## src/rtl/operand_fetch_if.sv

```systemverilog
// operand_fetch_if: issue, operand, writeback and register-file signals of operand_fetch
interface operand_fetch_if;
  logic       issueValid;
  logic       issueReady;
  logic [2:0] issueSrcA;
  logic [2:0] issueSrcB;
  logic [2:0] issueDest;
  logic       issueWritesDest;
  logic       opValid;
  logic       opReady;
  logic [7:0] opA;
  logic [7:0] opB;
  logic [2:0] opDest;
  logic       wbValid;
  logic [2:0] wbDest;
  logic [7:0] wbData;
  logic [2:0] rfRegisterA;
  logic [2:0] rfRegisterB;
  logic [7:0] rfRegA;
  logic [7:0] rfRegB;
  logic       rfEnableWrite;
  logic [2:0] rfRegisterWrite;
  logic [7:0] rfDataIn;
  modport master (
    output issueValid, issueSrcA, issueSrcB, issueDest, issueWritesDest, opReady,
           wbValid, wbDest, wbData, rfRegA, rfRegB,
    input  issueReady, opValid, opA, opB, opDest,
           rfRegisterA, rfRegisterB, rfEnableWrite, rfRegisterWrite, rfDataIn
  );
  modport slave (
    input  issueValid, issueSrcA, issueSrcB, issueDest, issueWritesDest, opReady,
           wbValid, wbDest, wbData, rfRegA, rfRegB,
    output issueReady, opValid, opA, opB, opDest,
           rfRegisterA, rfRegisterB, rfEnableWrite, rfRegisterWrite, rfDataIn
  );
endinterface

```

## src/rtl/operand_fetch.sv

```systemverilog
// operand_fetch: scoreboarded operand read with writeback bypass and a one-entry output register
module operand_fetch (
  input logic clock,
  input logic reset,
  operand_fetch_if.slave bus
);
  logic [7:0] pending, clr, set, nextA, nextB, opA, opB;
  logic [2:0] opDest;
  logic opValid, hitA, hitB, hitD, hazA, hazB, hazD, space, accept;
  always_comb begin
    hitA = bus.wbValid && bus.wbDest == bus.issueSrcA;
    hitB = bus.wbValid && bus.wbDest == bus.issueSrcB;
    hitD = bus.wbValid && bus.wbDest == bus.issueDest;
    hazA = bus.issueSrcA != 3'd0 && pending[bus.issueSrcA] && !hitA;
    hazB = bus.issueSrcB != 3'd0 && pending[bus.issueSrcB] && !hitB;
    hazD = bus.issueWritesDest && bus.issueDest != 3'd0 && pending[bus.issueDest] && !hitD;
    space = !opValid || bus.opReady;
    bus.issueReady = space && !hazA && !hazB && !hazD;
    accept = bus.issueValid && bus.issueReady;
    // the register file write lands at this same edge, so its read data is still stale
    nextA = bus.issueSrcA == 3'd0 ? 8'd0 : hitA ? bus.wbData : bus.rfRegA;
    nextB = bus.issueSrcB == 3'd0 ? 8'd0 : hitB ? bus.wbData : bus.rfRegB;
    clr = bus.wbValid ? 8'd1 << bus.wbDest : 8'd0;
    set = accept && bus.issueWritesDest && bus.issueDest != 3'd0 ? 8'd1 << bus.issueDest : 8'd0;
    bus.rfRegisterA = bus.issueSrcA;
    bus.rfRegisterB = bus.issueSrcB;
    bus.rfEnableWrite = bus.wbValid;
    bus.rfRegisterWrite = bus.wbDest;
    bus.rfDataIn = bus.wbData;
    bus.opValid = opValid;
    bus.opA = opA;
    bus.opB = opB;
    bus.opDest = opDest;
  end
  always_ff @(posedge clock or posedge reset) begin
    if (reset) begin
      pending <= 8'd0;
      opValid <= 1'b0;
      opA <= 8'd0;
      opB <= 8'd0;
      opDest <= 3'd0;
    end else begin
      pending <= ((pending & ~clr) | set) & 8'hFE;
      opValid <= accept || (opValid && !bus.opReady);
      if (accept) begin
        opA <= nextA;
        opB <= nextB;
        opDest <= bus.issueDest;
      end
    end
  end
endmodule

```

## src/flat_wrapper.sv

```systemverilog
// flat-port wrapper written by rule: the top's interface ports become plain ports
module operand_fetch_flat 
  (clock, reset, bus_issueValid, bus_issueSrcA, bus_issueSrcB, bus_issueDest, bus_issueWritesDest, bus_opReady, bus_wbValid, bus_wbDest, bus_wbData, bus_rfRegA, bus_rfRegB, bus_issueReady, bus_opValid, bus_opA, bus_opB, bus_opDest, bus_rfRegisterA, bus_rfRegisterB, bus_rfEnableWrite, bus_rfRegisterWrite, bus_rfDataIn);
  operand_fetch_if bus_i ();
  input logic clock;
  input logic reset;
  input wire logic [$bits(bus_i.issueValid)-1:0] bus_issueValid;
  input wire logic [$bits(bus_i.issueSrcA)-1:0] bus_issueSrcA;
  input wire logic [$bits(bus_i.issueSrcB)-1:0] bus_issueSrcB;
  input wire logic [$bits(bus_i.issueDest)-1:0] bus_issueDest;
  input wire logic [$bits(bus_i.issueWritesDest)-1:0] bus_issueWritesDest;
  input wire logic [$bits(bus_i.opReady)-1:0] bus_opReady;
  input wire logic [$bits(bus_i.wbValid)-1:0] bus_wbValid;
  input wire logic [$bits(bus_i.wbDest)-1:0] bus_wbDest;
  input wire logic [$bits(bus_i.wbData)-1:0] bus_wbData;
  input wire logic [$bits(bus_i.rfRegA)-1:0] bus_rfRegA;
  input wire logic [$bits(bus_i.rfRegB)-1:0] bus_rfRegB;
  output wire logic [$bits(bus_i.issueReady)-1:0] bus_issueReady;
  output wire logic [$bits(bus_i.opValid)-1:0] bus_opValid;
  output wire logic [$bits(bus_i.opA)-1:0] bus_opA;
  output wire logic [$bits(bus_i.opB)-1:0] bus_opB;
  output wire logic [$bits(bus_i.opDest)-1:0] bus_opDest;
  output wire logic [$bits(bus_i.rfRegisterA)-1:0] bus_rfRegisterA;
  output wire logic [$bits(bus_i.rfRegisterB)-1:0] bus_rfRegisterB;
  output wire logic [$bits(bus_i.rfEnableWrite)-1:0] bus_rfEnableWrite;
  output wire logic [$bits(bus_i.rfRegisterWrite)-1:0] bus_rfRegisterWrite;
  output wire logic [$bits(bus_i.rfDataIn)-1:0] bus_rfDataIn;
  assign bus_i.issueValid = bus_issueValid;
  assign bus_i.issueSrcA = bus_issueSrcA;
  assign bus_i.issueSrcB = bus_issueSrcB;
  assign bus_i.issueDest = bus_issueDest;
  assign bus_i.issueWritesDest = bus_issueWritesDest;
  assign bus_i.opReady = bus_opReady;
  assign bus_i.wbValid = bus_wbValid;
  assign bus_i.wbDest = bus_wbDest;
  assign bus_i.wbData = bus_wbData;
  assign bus_i.rfRegA = bus_rfRegA;
  assign bus_i.rfRegB = bus_rfRegB;
  assign bus_issueReady = bus_i.issueReady;
  assign bus_opValid = bus_i.opValid;
  assign bus_opA = bus_i.opA;
  assign bus_opB = bus_i.opB;
  assign bus_opDest = bus_i.opDest;
  assign bus_rfRegisterA = bus_i.rfRegisterA;
  assign bus_rfRegisterB = bus_i.rfRegisterB;
  assign bus_rfEnableWrite = bus_i.rfEnableWrite;
  assign bus_rfRegisterWrite = bus_i.rfRegisterWrite;
  assign bus_rfDataIn = bus_i.rfDataIn;
  operand_fetch u_core (.clock(clock), .reset(reset), .bus(bus_i));
endmodule
```

## config.mk

```make
export PLATFORM = sky130hd
export DESIGN_NAME = operand_fetch_flat
export DESIGN_NICKNAME = d
export VERILOG_FILES = /design/src/rtl/operand_fetch_if.sv /design/src/rtl/operand_fetch.sv /design/src/flat_wrapper.sv
export SDC_FILE = /design/constraint.sdc
export NUM_CORES = 1
export LEC_CHECK = 0
export CORE_ASPECT_RATIO = 1.5
export CORE_UTILIZATION = 38
export DETAILED_ROUTE_END_ITERATION = 16
export MAX_ROUTING_LAYER = met4
export PLACE_DENSITY = 0.86
export SLEW_MARGIN = 20
export SYNTH_ARGS = -nofsm -noshare
export SYNTH_HDL_FRONTEND = slang
export SYNTH_SLANG_ARGS = --single-unit
export TNS_END_PERCENT = 5
```

## constraint.sdc

```tcl
create_clock -name clock -period 2.37 [get_ports clock]
set_input_delay 0.5925 -clock clock [delete_from_list [all_inputs] [get_ports clock]]
set_output_delay 0.5925 -clock clock [all_outputs]
set_load 0.02 [all_outputs]
```

==> reports/metrics.yaml, run 1 <==
status: "finished, violations left"
violations: "negative setup slack"
core_area_um2: 4810
vdd_drop_max_uv: 438
synth_top_family_by_area: "multiplexers"
drtPass1Iterations: 4
crit_path_end_kind: "output port"
slew_viol_final: 0
initial_utilization_pct: 39.2
cts_root_buf: "clkbuf_8"
drc_errors: 0
critPathBufInv: 2
cp_cell_sequence: "buf_8, mux2_4, mux4_2, a21oi_2, o211a_4, buf_6"
synthAdderAreaFrac_pct: 0
criticalPathCategory: "in2out"
r2r_start: "u_core.pending[2]$_DFF_PP0_"
crit_path_start_kind: "primary input"
htreeDepth: 1
antenna_left: 0
synth_area_per_cell_um2: 10.6
path_delay_family: "multiplexers"
ioPinCount: 81
holdPathStages: 1
fin_crit_ns: 2.53
p_per_area_nw_per_um2: 774
ctsHoldBuffers: 0
die_x_um: 59.5
cts_tree: "yes"
clock-sinks: 27
hp-class: "reg2reg"
whs_endpoint: "u_core.bus.opB[4]$_DFFE_PP0P_"
r2r_slack_ns: 0.11
antenna_cells: 0
drive_gt1_share_pct: 28.7
critPathSlowestCell: "mux4_2"
setup_ws_ns: -0.156
critPathArrivalTime_ns: 1.93
rsz0062_at_grt: "yes"
seq_area_frac_synth_pct: 35.9
setup_violations: 1
syn-cell-area_um2: 1880
fin_util_pct: 61.3
crit_required_ns: 1.78
track_usage_pct: 21.4
clockBufferDepth: 2
period_share_pct: 107
nets: 315
drt_iter0_drc: 21
yosysWarnings: 0
die_area_um2: 5250
reg2reg_depth: 8
routed_via_density: 4.96
grt_pass1_vias: 1685
crit_fanout: 5
synth_compound_area_share_pct: 8.90
area_growth_pct: 56.6
vias: 1677
num_rows: 31
total_power_mw: 2.28
whs_ns: 0.524
synth_cells: 177
antenna_found_initial: 0
drt-total-wl_um: 5330
max_freq_mhz: 396
synth_top_area_share_pct: 35.9
dp_slack_ns: -1.16
r2r_end: "u_core.bus.opB[5]$_DFFE_PP0P_"
synthSimpleGateAreaFrac_pct: 11.0
gp_congestion: 0.973
max-cap-violations: 0
port_buffers: 80
clkSlewWorstSetupHoldPaths_ns: 0.10
die_h_um: 88.2
routedWlPerCell_um: 15.8
skew_ns: 0.0120
synth_cell_types: 32
grt_pass1_wl_um: 8110
slew_headroom_pct: 72.6
synth_top_cell_by_area: "dfrtp_1"
worst_pin_slew_ns: 0.407
overflow: 0
clk_latency_ns: 0.27
numCtsBuffers: 3
finalHoldViolCount: 0
grt_max_degree: 28
leakage_nw: 1.44
synth-seq-cells: 27
hpwl_um: 4050
slowest_delay_ns: 0.48
synthMuxAreaShare_pct: 28.6
synth_area_leaders: "dfrtp_1, mux2_4, mux2i_1"
synthXorXnorAreaFrac_pct: 4.19
min_from: "u_core.bus.opB[4]$_DFFE_PP0P_"
synth_nets: 219
==> report_power, final <==
group	internal [mW]	switching [mW]	leakage [nW]
Combinational	0.721	0.550	1.09
Clock	0.119	0.151	0.0217
Sequential	0.638	0.103	0.333
==> synthesized netlist by cell type (all sizes together) <==
master and instances:
a21bo 1, a21oi 1, a221o 1, a221oi 1, a2bb2oi 1, a31oi 2, and2 1, buf 24
clkbuf 5, dfrtp 27, inv 3, mux2 24, mux2i 19, mux4 1, nand2 7, nand2b 4
nand3 4, nand4 3, nor2 17, nor2b 4, nor3 3, o211a 1, o21ai 9, o31ai 4
o41ai 1, xnor2 9
==> cells in the final DEF, fill, tap and decap left out <==
cell              n
nand2_4           1
nand2b_1          4
a221oi_2          1
a221o_1           1
buf_8             1
mux2i_1          19
buf_4            38
nand3_1           3
buf_6             2
o31ai_1           3
dlymetal6s2s_1    2
nor3_1            3
dlygate4sd2_1    12
nand2_1           6
a21bo_2           1
inv_1             3
clkdlybuf4s50_1  64
dfrtp_1          27
mux2_1            1
nor2b_1           4
mux2_4           17
buf_12            1
nand4_1           3
and2_1            1
clkbuf_8          3
a31oi_1           2
xnor2_1           9
mux4_2            1
o21ai_1           1
a21oi_2           1
a2bb2oi_1         1
mux2_2            6
o41ai_2           1
nand3_2           1
o21ai_0           8
clkinvlp_4        1
o211a_4           1
nor2_1           17
o31ai_2           1
==> per-layer routing <==
layer	global-route usage (%)	part of all wire (%)	vias up
li1	-	-	794
met1	23.9	39	822
met2	37.4	54	47
met3	2.19	2.7	14
met4	9.96	4.0	0
met5	-	0	-
==> final cells by class <==
| type | instances | area, µm² |
|---|---|---|
| Fill cell | 438 | 1860 |
| Multi-Input combinational cell | 118 | 1020 |
| Clock buffer | 3 | 41.3 |
| Sequential cell | 27 | 676 |
| Timing Repair Buffer | 120 | 1110 |
| Inverter | 3 | 11.3 |
| Clock inverter | 1 | 7.51 |
| Tap cell | 66 | 82.6 |
==> flip-flops by register name (all words and copies together), names as in the netlist <==
name                flops
u_core.bus.opB          8
u_core.bus.opA          8
u_core.pending          7
u_core.bus.opDest       3
u_core.bus.opValid      1
==> worst max-delay path by stage <==
stage | from | to | slack, ns | cells after the start
after global routing | bus_issueSrcA[0] | bus_issueReady | -0.19 | 6
after floorplan | bus_issueSrcA[0] | u_core.bus.opA[4]$_DFFE_PP0P_ | -0.09 | 8
after global placement | bus_issueSrcA[0] | bus_issueReady | -1.13 | 6
after detailed placement | bus_issueSrcA[0] | bus_issueReady | -1.16 | 6
final | bus_issueSrcA[0] | bus_issueReady | -0.16 | 6
after CTS | bus_issueSrcA[0] | bus_issueReady | -0.16 | 6
==> stage by stage <==
step | setup TNS, ns | instances | area (µm²)
6_report | -0.156 | 338 | 2950
5_1_grt | -0.188 | 338 | 2950
4_1_cts | -0.163 | 337 | 2930
3_5_place_dp | -20.85 | 331 | 2860
3_3_place_gp | -19.95 | 331 | 2860
2_1_floorplan | -1.24 | 177 | 1900
==> cell families (layout without fill, tap and decap cells) <==
group | after synthesis | count (layout)
flops | 27 | 27
simple gates | 43 | 43
compound gates | 22 | 22
buf+inv | 32 | 127
mux | 44 | 44
xor+xnor | 9 | 9
==> repair_timing <==
item	in CTS	in global routing
buffers inserted	2	1
pin swaps	3	1
endpoints found under the setup margin	38	3
resized for setup	28	4
gates cloned	0	0
Power figures use the tool's default switching activity.
==> inputs of run 2 (changes only) <==
--- a/config.mk
+++ b/config.mk
@@ -10,7 +10,7 @@
 export DETAILED_ROUTE_END_ITERATION = 16
 export MAX_ROUTING_LAYER = met4
 export PLACE_DENSITY = 0.86
-export SLEW_MARGIN = 20
+export SLEW_MARGIN = 0
 export SYNTH_ARGS = -nofsm -noshare
 export SYNTH_HDL_FRONTEND = slang
 export SYNTH_SLANG_ARGS = --single-unit
==> results of run 2 <==
The final DEF is identical to that of run 1; final timing and power are the same.
